**src/rtl/sipo_word_assembler_pkg.sv**
```systemverilog
`default_nettype none
// ============================================================================
//  Module   : sipo_word_assembler_pkg
//  Brief    : Shared constants and helpers for the serial-to-word assembler.
//  Revision : 1.0  initial release
// ============================================================================
package sipo_word_assembler_pkg;

  // Discarded-partial-word counter geometry
  localparam int                    DROP_CNT_W   = 8;
  localparam logic [DROP_CNT_W-1:0] DROP_CNT_MAX = 8'hFF;

  // Shift-direction encoding for the MSB_FIRST parameter
  localparam int SHIFT_MSB_FIRST = 1;
  localparam int SHIFT_LSB_FIRST = 0;

  // Ceiling log2; used to size the bit counter as clog2(WIDTH+1)
  function automatic int clog2(input int value);
    int result;
    int v;
    result = 0;
    v      = value - 1;
    while (v > 0) begin
      result = result + 1;
      v      = v >> 1;
    end
    return result;
  endfunction

endpackage
`default_nettype wire

```
**src/rtl/sipo_shift_reg.sv**
```systemverilog
`default_nettype none
// ============================================================================
//  Module   : sipo_shift_reg
//  Brief    : Serial shift register and bit counter. Counts 0..WIDTH, where
//             WIDTH means a completed word is parked here waiting for the
//             output slot. Flush clears only a partial word.
//  Revision : 1.0  initial release
// ============================================================================
module sipo_shift_reg
  import sipo_word_assembler_pkg::*;
#(
  parameter int WIDTH     = 8,
  parameter int MSB_FIRST = SHIFT_MSB_FIRST
) (
  input  logic             clock,
  input  logic             clearb,
  input  logic             bit_in,
  input  logic             shift_en,   // bit accepted this cycle
  input  logic             flush,
  input  logic             slot_free,  // output slot can take a word this cycle
  output logic [WIDTH-1:0] sr,
  output logic [WIDTH-1:0] assembled,  // sr with bit_in shifted in
  output logic             full,       // completed word parked in sr
  output logic             last,       // next accepted bit completes a word
  output logic             partial     // 1..WIDTH-1 bits collected
);

  localparam int               CNT_W    = clog2(WIDTH + 1);
  localparam logic [CNT_W-1:0] FULL_CNT = CNT_W'(WIDTH);
  localparam logic [CNT_W-1:0] LAST_CNT = CNT_W'(WIDTH - 1);
  localparam logic [CNT_W-1:0] ZERO_CNT = '0;

  logic [CNT_W-1:0] cnt;

  // Shift direction is fixed at elaboration time
  generate
    if (MSB_FIRST == SHIFT_MSB_FIRST) begin : g_msb_first
      assign assembled = {sr[WIDTH-2:0], bit_in};
    end else begin : g_lsb_first
      assign assembled = {bit_in, sr[WIDTH-1:1]};
    end
  endgenerate

  assign full    = (cnt == FULL_CNT);
  assign last    = (cnt == LAST_CNT);
  assign partial = (cnt != ZERO_CNT) && !full;

  // Shift/count update; accept excludes both full and flush upstream, so the
  // branches below are mutually exclusive in practice.
  always_ff @(posedge clock or negedge clearb) begin
    if (!clearb) begin
      sr  <= '0;
      cnt <= '0;
    end else if (shift_en) begin
      sr <= assembled;
      if (last) begin
        // Word done: hand off immediately or park it until the slot frees
        cnt <= slot_free ? ZERO_CNT : FULL_CNT;
      end else begin
        cnt <= cnt + CNT_W'(1);
      end
    end else if (full && slot_free) begin
      cnt <= ZERO_CNT;
    end else if (flush && partial) begin
      sr  <= '0;
      cnt <= ZERO_CNT;
    end
  end

endmodule
`default_nettype wire

```
**src/rtl/sipo_word_assembler.sv**
```systemverilog
`default_nettype none
// ============================================================================
//  Module   : sipo_word_assembler
//  Brief    : Assembles a qualified serial bit stream into WIDTH-bit words,
//             presented on a one-entry valid/ready slot with backpressure to
//             the bit source. Flush discards a partial word and bumps a
//             saturating drop counter.
//  Revision : 1.0  initial release
// ============================================================================
module sipo_word_assembler
  import sipo_word_assembler_pkg::*;
#(
  parameter int WIDTH     = 8,
  parameter int MSB_FIRST = SHIFT_MSB_FIRST
) (
  input  logic                  clock,
  input  logic                  clearb,
  input  logic                  bit_in,
  input  logic                  bit_valid,
  output logic                  bit_ready,
  input  logic                  flush,
  output logic [WIDTH-1:0]      word_out,
  output logic                  word_valid,
  input  logic                  word_ready,
  output logic [DROP_CNT_W-1:0] drop_count
);

  logic [WIDTH-1:0] sr;
  logic [WIDTH-1:0] assembled;
  logic             full;
  logic             last;
  logic             partial;
  logic             accept;
  logic             slot_free;
  logic             load_new;
  logic             load_pend;
  logic             drop;

  // Ready depends only on state and flush, never on bit_valid
  assign bit_ready = !flush && !full;
  assign accept    = bit_valid && bit_ready;
  assign slot_free = !word_valid || word_ready;
  assign load_new  = accept && last && slot_free;
  assign load_pend = full && slot_free;
  assign drop      = flush && partial;

  sipo_shift_reg #(
    .WIDTH     (WIDTH),
    .MSB_FIRST (MSB_FIRST)
  ) u_shift (
    .clock     (clock),
    .clearb    (clearb),
    .bit_in    (bit_in),
    .shift_en  (accept),
    .flush     (flush),
    .slot_free (slot_free),
    .sr        (sr),
    .assembled (assembled),
    .full      (full),
    .last      (last),
    .partial   (partial)
  );

  // Output slot: load a fresh or parked word, otherwise drain on ready
  always_ff @(posedge clock or negedge clearb) begin
    if (!clearb) begin
      word_out   <= '0;
      word_valid <= 1'b0;
    end else if (load_new) begin
      word_out   <= assembled;
      word_valid <= 1'b1;
    end else if (load_pend) begin
      word_out   <= sr;
      word_valid <= 1'b1;
    end else if (word_ready) begin
      word_valid <= 1'b0;
    end
  end

  // Saturating count of partial words thrown away by flush
  always_ff @(posedge clock or negedge clearb) begin
    if (!clearb) begin
      drop_count <= '0;
    end else if (drop && (drop_count != DROP_CNT_MAX)) begin
      drop_count <= drop_count + DROP_CNT_W'(1);
    end
  end

endmodule
`default_nettype wire

```
**config.mk**
```make
export PLATFORM = sky130hd
export DESIGN_NAME = sipo_word_assembler
export DESIGN_NICKNAME = d
export VERILOG_FILES = /design/src/rtl/sipo_word_assembler_pkg.sv /design/src/rtl/sipo_shift_reg.sv /design/src/rtl/sipo_word_assembler.sv
export SDC_FILE = /design/constraint.sdc
export NUM_CORES = 1
export LEC_CHECK = 0
export CORE_MARGIN = 5
export CORE_UTILIZATION = 35
export CTS_CLUSTER_DIAMETER = 200
export CTS_CLUSTER_SIZE = 20
export DETAILED_ROUTE_END_ITERATION = 8
export GPL_TIMING_DRIVEN = 1
export PLACE_DENSITY = 0.58
export SLEW_MARGIN = 20
export SYNTH_ARGS = -nofsm -noshare
export SYNTH_HDL_FRONTEND = slang
export SYNTH_HIERARCHICAL = 1
export SYNTH_SLANG_ARGS = --single-unit
export TNS_END_PERCENT = 10
```
**constraint.sdc**
```tcl
create_clock -name clock -period 3.5 [get_ports clock]
set_input_delay 0.35 -clock clock [delete_from_list [all_inputs] [get_ports clock]]
set_output_delay 0.35 -clock clock [all_outputs]
set_load 0.02 [all_outputs]
```
# [Word-level counts from Yosys, hierarchy flattened]
# Index checks and enable logic that the tools add are counted.
# W data, S select, Z words.
[totals] output_inout_bits=18 elab_cells=42 in_bits=6 ff_bits=29
[classes] muxes=13 n_eq_ne=4 reduce_logical=18 addsub=2
[op_table] cell="$mux W8" count=5
[op_table] cell="$mux W4" count=5
[op_table] cell="$add A8 B1 Y8 const B" count=1
[op_table] cell="$logic_and A1 B1 Y1" count=8
[op_table] cell="$ne A8 B8 Y1 const B" count=1
[op_table] cell="$reduce_bool A3 Y1" count=2
[op_table] cell="$add A4 B1 Y4 const B" count=1
[op_table] cell="$eq A4 B3 Y1 const B" count=1
[op_table] cell="$eq A4 B4 Y1 const B" count=1
[op_table] cell="$reduce_bool A2 Y1" count=2
[op_table] cell="$reduce_bool A4 Y1" count=1
[op_table] cell="$logic_not A1 Y1" count=3
[op_table] cell="$mux W1" count=3
[op_table] cell="$ne A2 B2 Y1 const B" count=1
[op_table] cell="$reduce_and A2 Y1" count=1
[op_table] cell="$logic_or A1 B1 Y1" count=1

# [Longest topological paths before layout]
[logic_depth] ltp_word=7 depth_mapped=9

# [Modules after synthesis]
# Netlist, hierarchy kept.
[by_module_without_submodules] mod="sipo_word_assembler" n_inst=1 cells_per_inst=88 seq_area_each_um2=425.4 area_each_um2=909.6
[by_module_without_submodules] mod="sipo_shift_reg" n_inst=1 cells_per_inst=52 seq_area_each_um2=300.3 area_each_um2=619.3

# [Least setup slack after synthesis]
# No wires, ideal clock.
[synth_path] kind="register to register" from="register u_shift.cnt[0]" to="register u_shift.cnt[3]" setup_time_ns=0.119 stages_incl_launch_ff=10 synth_period_minus_slack_ns=2.151 arrival_time_ns=2.032 required_time_ns=3.381 path_slack_ns=1.349 path_cell_list="dfrtp_1 -> inv_1 -> ha_1 -> and3b_1 -> nor2_2 -> and2_2 -> buf_2 -> and4b_1 -> a311o_1 -> o21a_1"
[synth_via] elab_chain_cells=5 word_cells_on_any_way=14 cone_classes="add/sub: 1; eq/ne: 2; mux: 3; reduce/logical: 8"
[synth_lines] item="from (decl)" line="sipo_shift_reg.sv:33" source="logic [CNT_W-1:0] cnt;"
[synth_lines] item="from (signal assigned)" line="sipo_shift_reg.sv:58" source="cnt <= slot_free ? ZERO_CNT : FULL_CNT;"
[synth_lines] item="from (signal assigned)" line="sipo_shift_reg.sv:60" source="cnt <= cnt + CNT_W'(1);"
[synth_lines] item="$eq A4 B4 Y1 *" line="sipo_shift_reg.sv:44" source="assign full = (cnt == FULL_CNT);"
[synth_lines] item="net full" line="sipo_word_assembler.sv:30" source="logic full;"
[synth_lines] item="$logic_not A1 Y1 *" line="sipo_word_assembler.sv:40" source="assign bit_ready = !flush && !full;"
[synth_lines] item="$logic_and A1 B1 Y1 *" line="sipo_word_assembler.sv:40"
[synth_lines] item="net bit_ready" line="sipo_word_assembler.sv:20" source="output logic bit_ready,"
[synth_lines] item="$logic_and A1 B1 Y1 *" line="sipo_word_assembler.sv:41" source="assign accept = bit_valid && bit_ready;"
[synth_lines] item="net accept" line="sipo_word_assembler.sv:33" source="logic accept;"
[synth_lines] item="$reduce_bool A3 Y1 (no line) / $mux W4 (equally long branches)"
# Mark *: on every way through the listed nets, which the timed path passes. The rest lies on a longest branch.
# A chain may end at the register's enable or synchronous reset.

# [Worst setup path in the final report]
[layout_path] from="register u_shift.cnt[0]" to="output bit_ready"
[layout_via] elab_chain_cells=3
[layout_lines] item="$eq A4 B4 Y1" line="sipo_shift_reg.sv:44"
[layout_lines] item="net full" line="sipo_word_assembler.sv:30"
[layout_lines] item="$logic_not A1 Y1" line="sipo_word_assembler.sv:40"
[layout_lines] item="$logic_and A1 B1 Y1" line="sipo_word_assembler.sv:40"
[layout_lines] item="to (decl)" line="sipo_word_assembler.sv:20"
# The timed path passes the listed nets, and every way through them passes these cells.

==> results.ini <==
[sta]
setup_viol = 0
fin_skew_ps = 2.53
holdWs_ps = 470
tns_ps = 0
max_slew_margin_pct = 69.9
tightest_slew_ps = 450
rsz0062_at_grt = false
finalCriticalPeriod_ps = 2390
hold_viol_final = 0
final_max_slew_viol_count = 0
max_freq_mhz = 419
period_share_pct = 68.2

[finish]
drive_gt1_share_pct = 13.2
fin_nets = 168
utilization_pct = 42.7
regArea_um2 = 726
layout_commonest_cell = dfrtp_1
multi_input_comb_area_um2 = 614
num-fill-cells = 415
final_cell_mix = dfrtp_1, inv_1, clkdlybuf4s50_1
area_growth_syn_to_layout_pct = 20.0
n_antenna_cell = 0

[cts]
ctsRootBufferMaster = clkbuf_8
cts_resized = 0
cts_made_buffers = 5
postCtsSetupRepairBufs = 0
htreeDepth = 2
clk_latency_ps = 270
cts_num_sinks = 29
cts_buffer_depth = 2
path_clk_slew_ps = 60
hold_buffers = 0
cts_tree = done

[synthesis]
async_reset_ff_share_pct = 100
syn_area_um2 = 1530
ys_seq_area_share_pct = 47.5
synthFlopType = dfrtp_1
synth-edff-count = 0
ys_ff_latch = 29
synth_fp_nets = 149
netlist_instances = 140
yosys_warnings = 6
yosysUniqueCellTypes = 44
syn_area_per_cell_um2 = 10.9

[worst_setup_path]
crit_required_ps = 3150
crit_path_end_kind = primary output
start_kind = flip-flop
reg2reg_from = u_shift/cnt[0]$_DFFE_PN0P_
arrival_ps = 2040
r2r-end = u_shift/cnt[3]$_DFFE_PN0P_
worstSetupPathType = reg -> out
critPathMaxStageDelay_ps = 630
crit_chain = inv_1 -> ha_1 -> and3b_1 -> nor2_2 -> clkdlybuf4s50_1
worst-r2r-cell-count = 8
rrSetupSlack_ps = 1270
cp_max_fo = 5
slowest_stage = clkdlybuf4s50_1

[grt]
antenna_found_initial = 0
overflow = 0
grt_pass1_vias = 1092
grt_start_max_net_pins = 30
grt_use_total_pct = 10.5
grt_pass1_wl_um = 5040

[detailed_routing]
routed_wl_um = 2940
drt-met1-wl_um = 1360
route.detailed.drc = 0
top_layer = met4
wl_per_cell_um = 13.9
vias = 1066
ant_nets = 0
routed-wl-met3_um = 156
firstDrtPassIters = 4
post_drt_via_cell_ratio = 5.05
drtIter0Drc = 62
wl_met2_um = 1380

[min_path]
hold_path.class = in -> async

[die]
die_w_um = 76.1
initial_core_util_pct = 35.6
core_um2 = 4290
io_pins = 24
num_rows = 24
die_h_um = 76.1
dieArea_um2 = 5790

[run]
drv_cap = 0

[power_and_ir_drop]
cellLeakagePower_nw = 0.811
power_mw = 1.37
p_per_area_nw_per_um2 = 747
peakVddDrop_mv = 0.366

[place]
place_hpwl_um = 2120
io_buffers = 23
globalplace.congestion = 0.803

[outcome]
status = complete, no violations

## stage by stage
step / area (um2) / std cells / setup WS (ps)
2_1_floorplan: 1530 / 140 / 1350
3_3_place_gp: 1750 / 204 / 1250
3_5_place_dp: 1750 / 204 / 1180
4_1_cts: 1830 / 211 / 1090
5_1_grt: 1830 / 211 / 994
6_report: 1830 / 211 / 1110
## cell type report
| cell class | count | share of cell area [%] |
|---|---|---|
| flip-flops and latches | 29 | 39.6 |
| multi-input cells | 71 | 33.5 |
| repair buffers | 24 | 13.0 |
| inverters | 28 | 5.73 |
| clock buffers | 7 | 4.71 |
| well taps | 52 | 3.55 |
## cell families (layout without fill, tap and decap cells)
kind of cell             Yosys count  count (layout)  share of synthesized area, %
AO/OA/AOI/OAI                     32              32                          19.6
XOR/XNOR                           4               4                          2.29
adder cells (fa/ha/maj)            3               3                          2.46
buffers and inverters             40              59                          12.4
flip-flops                        29              29                          47.5
multiplexers                       4               4                          2.86
AND/OR/NAND/NOR                   28              28                          12.9
## layer usage
| metal | vias up | track usage (%) |
|---|---|---|
| li1 | 527 | - |
| met1 | 507 | 12.5 |
| met2 | 25 | 17.2 |
| met3 | 7 | 4.14 |
| met4 | 0 | 3.67 |
| met5 | - | 0 |
## synth_stat cells (2+ instances only)
cell / instances / area (um2)
a21oi_1: 2 / 10.0
a222oi_1: 8 / 80.1
a22o_1: 9 / 78.8
and3_1: 2 / 12.5
buf_4: 8 / 60.1
dfrtp_1: 29 / 726
ha_1: 3 / 37.5
inv_1: 28 / 105
mux2_1: 2 / 22.5
nand2_1: 6 / 22.5
nand2b_4: 2 / 27.5
nand3_1: 3 / 15.0
o211ai_1: 3 / 22.5
o21ai_0: 2 / 10.0
xnor2_1: 4 / 35.0
## state kept, by name (all words and copies together), names as in the netlist
name and cells:
drop_count 8, u_shift/cnt 4, u_shift/sr 8, word_out 8, word_valid 1
## power breakdown
group / internal, mW / leakage [nW] / total (mW) / switching [mW]
logic: 0.280 / 0.406 / 0.554 / 0.274
registers: 0.439 / 0.361 / 0.548 / 0.109
clock network: 0.155 / 0.0443 / 0.266 / 0.111
## how the worst max path moves through the flow
stage / slack [ps] / cells past startpoint / endpoint / startpoint
6_report: 1110 / 5 / bit_ready / u_shift/cnt[0]$_DFFE_PN0P_
4_1_cts: 1090 / 5 / bit_ready / u_shift/cnt[0]$_DFFE_PN0P_
5_1_grt: 990 / 5 / bit_ready / u_shift/cnt[1]$_DFFE_PN0P_
3_3_place_gp: 1250 / 6 / u_shift/cnt[3]$_DFFE_PN0P_ / flush
2_1_floorplan: 1350 / 9 / u_shift/cnt[3]$_DFFE_PN0P_ / u_shift/cnt[0]$_DFFE_PN0P_
3_5_place_dp: 1180 / 6 / u_shift/cnt[3]$_DFFE_PN0P_ / flush
## critical path: cells and delay by family (launching register included)
family                   cells  cell delay, ps
adder cells (fa/ha/maj)      1             240
buffers and inverters        2             690
flip-flops                   1             390
AND/OR/NAND/NOR              2             440
Note: power is estimated with default switching activity, not from simulation.
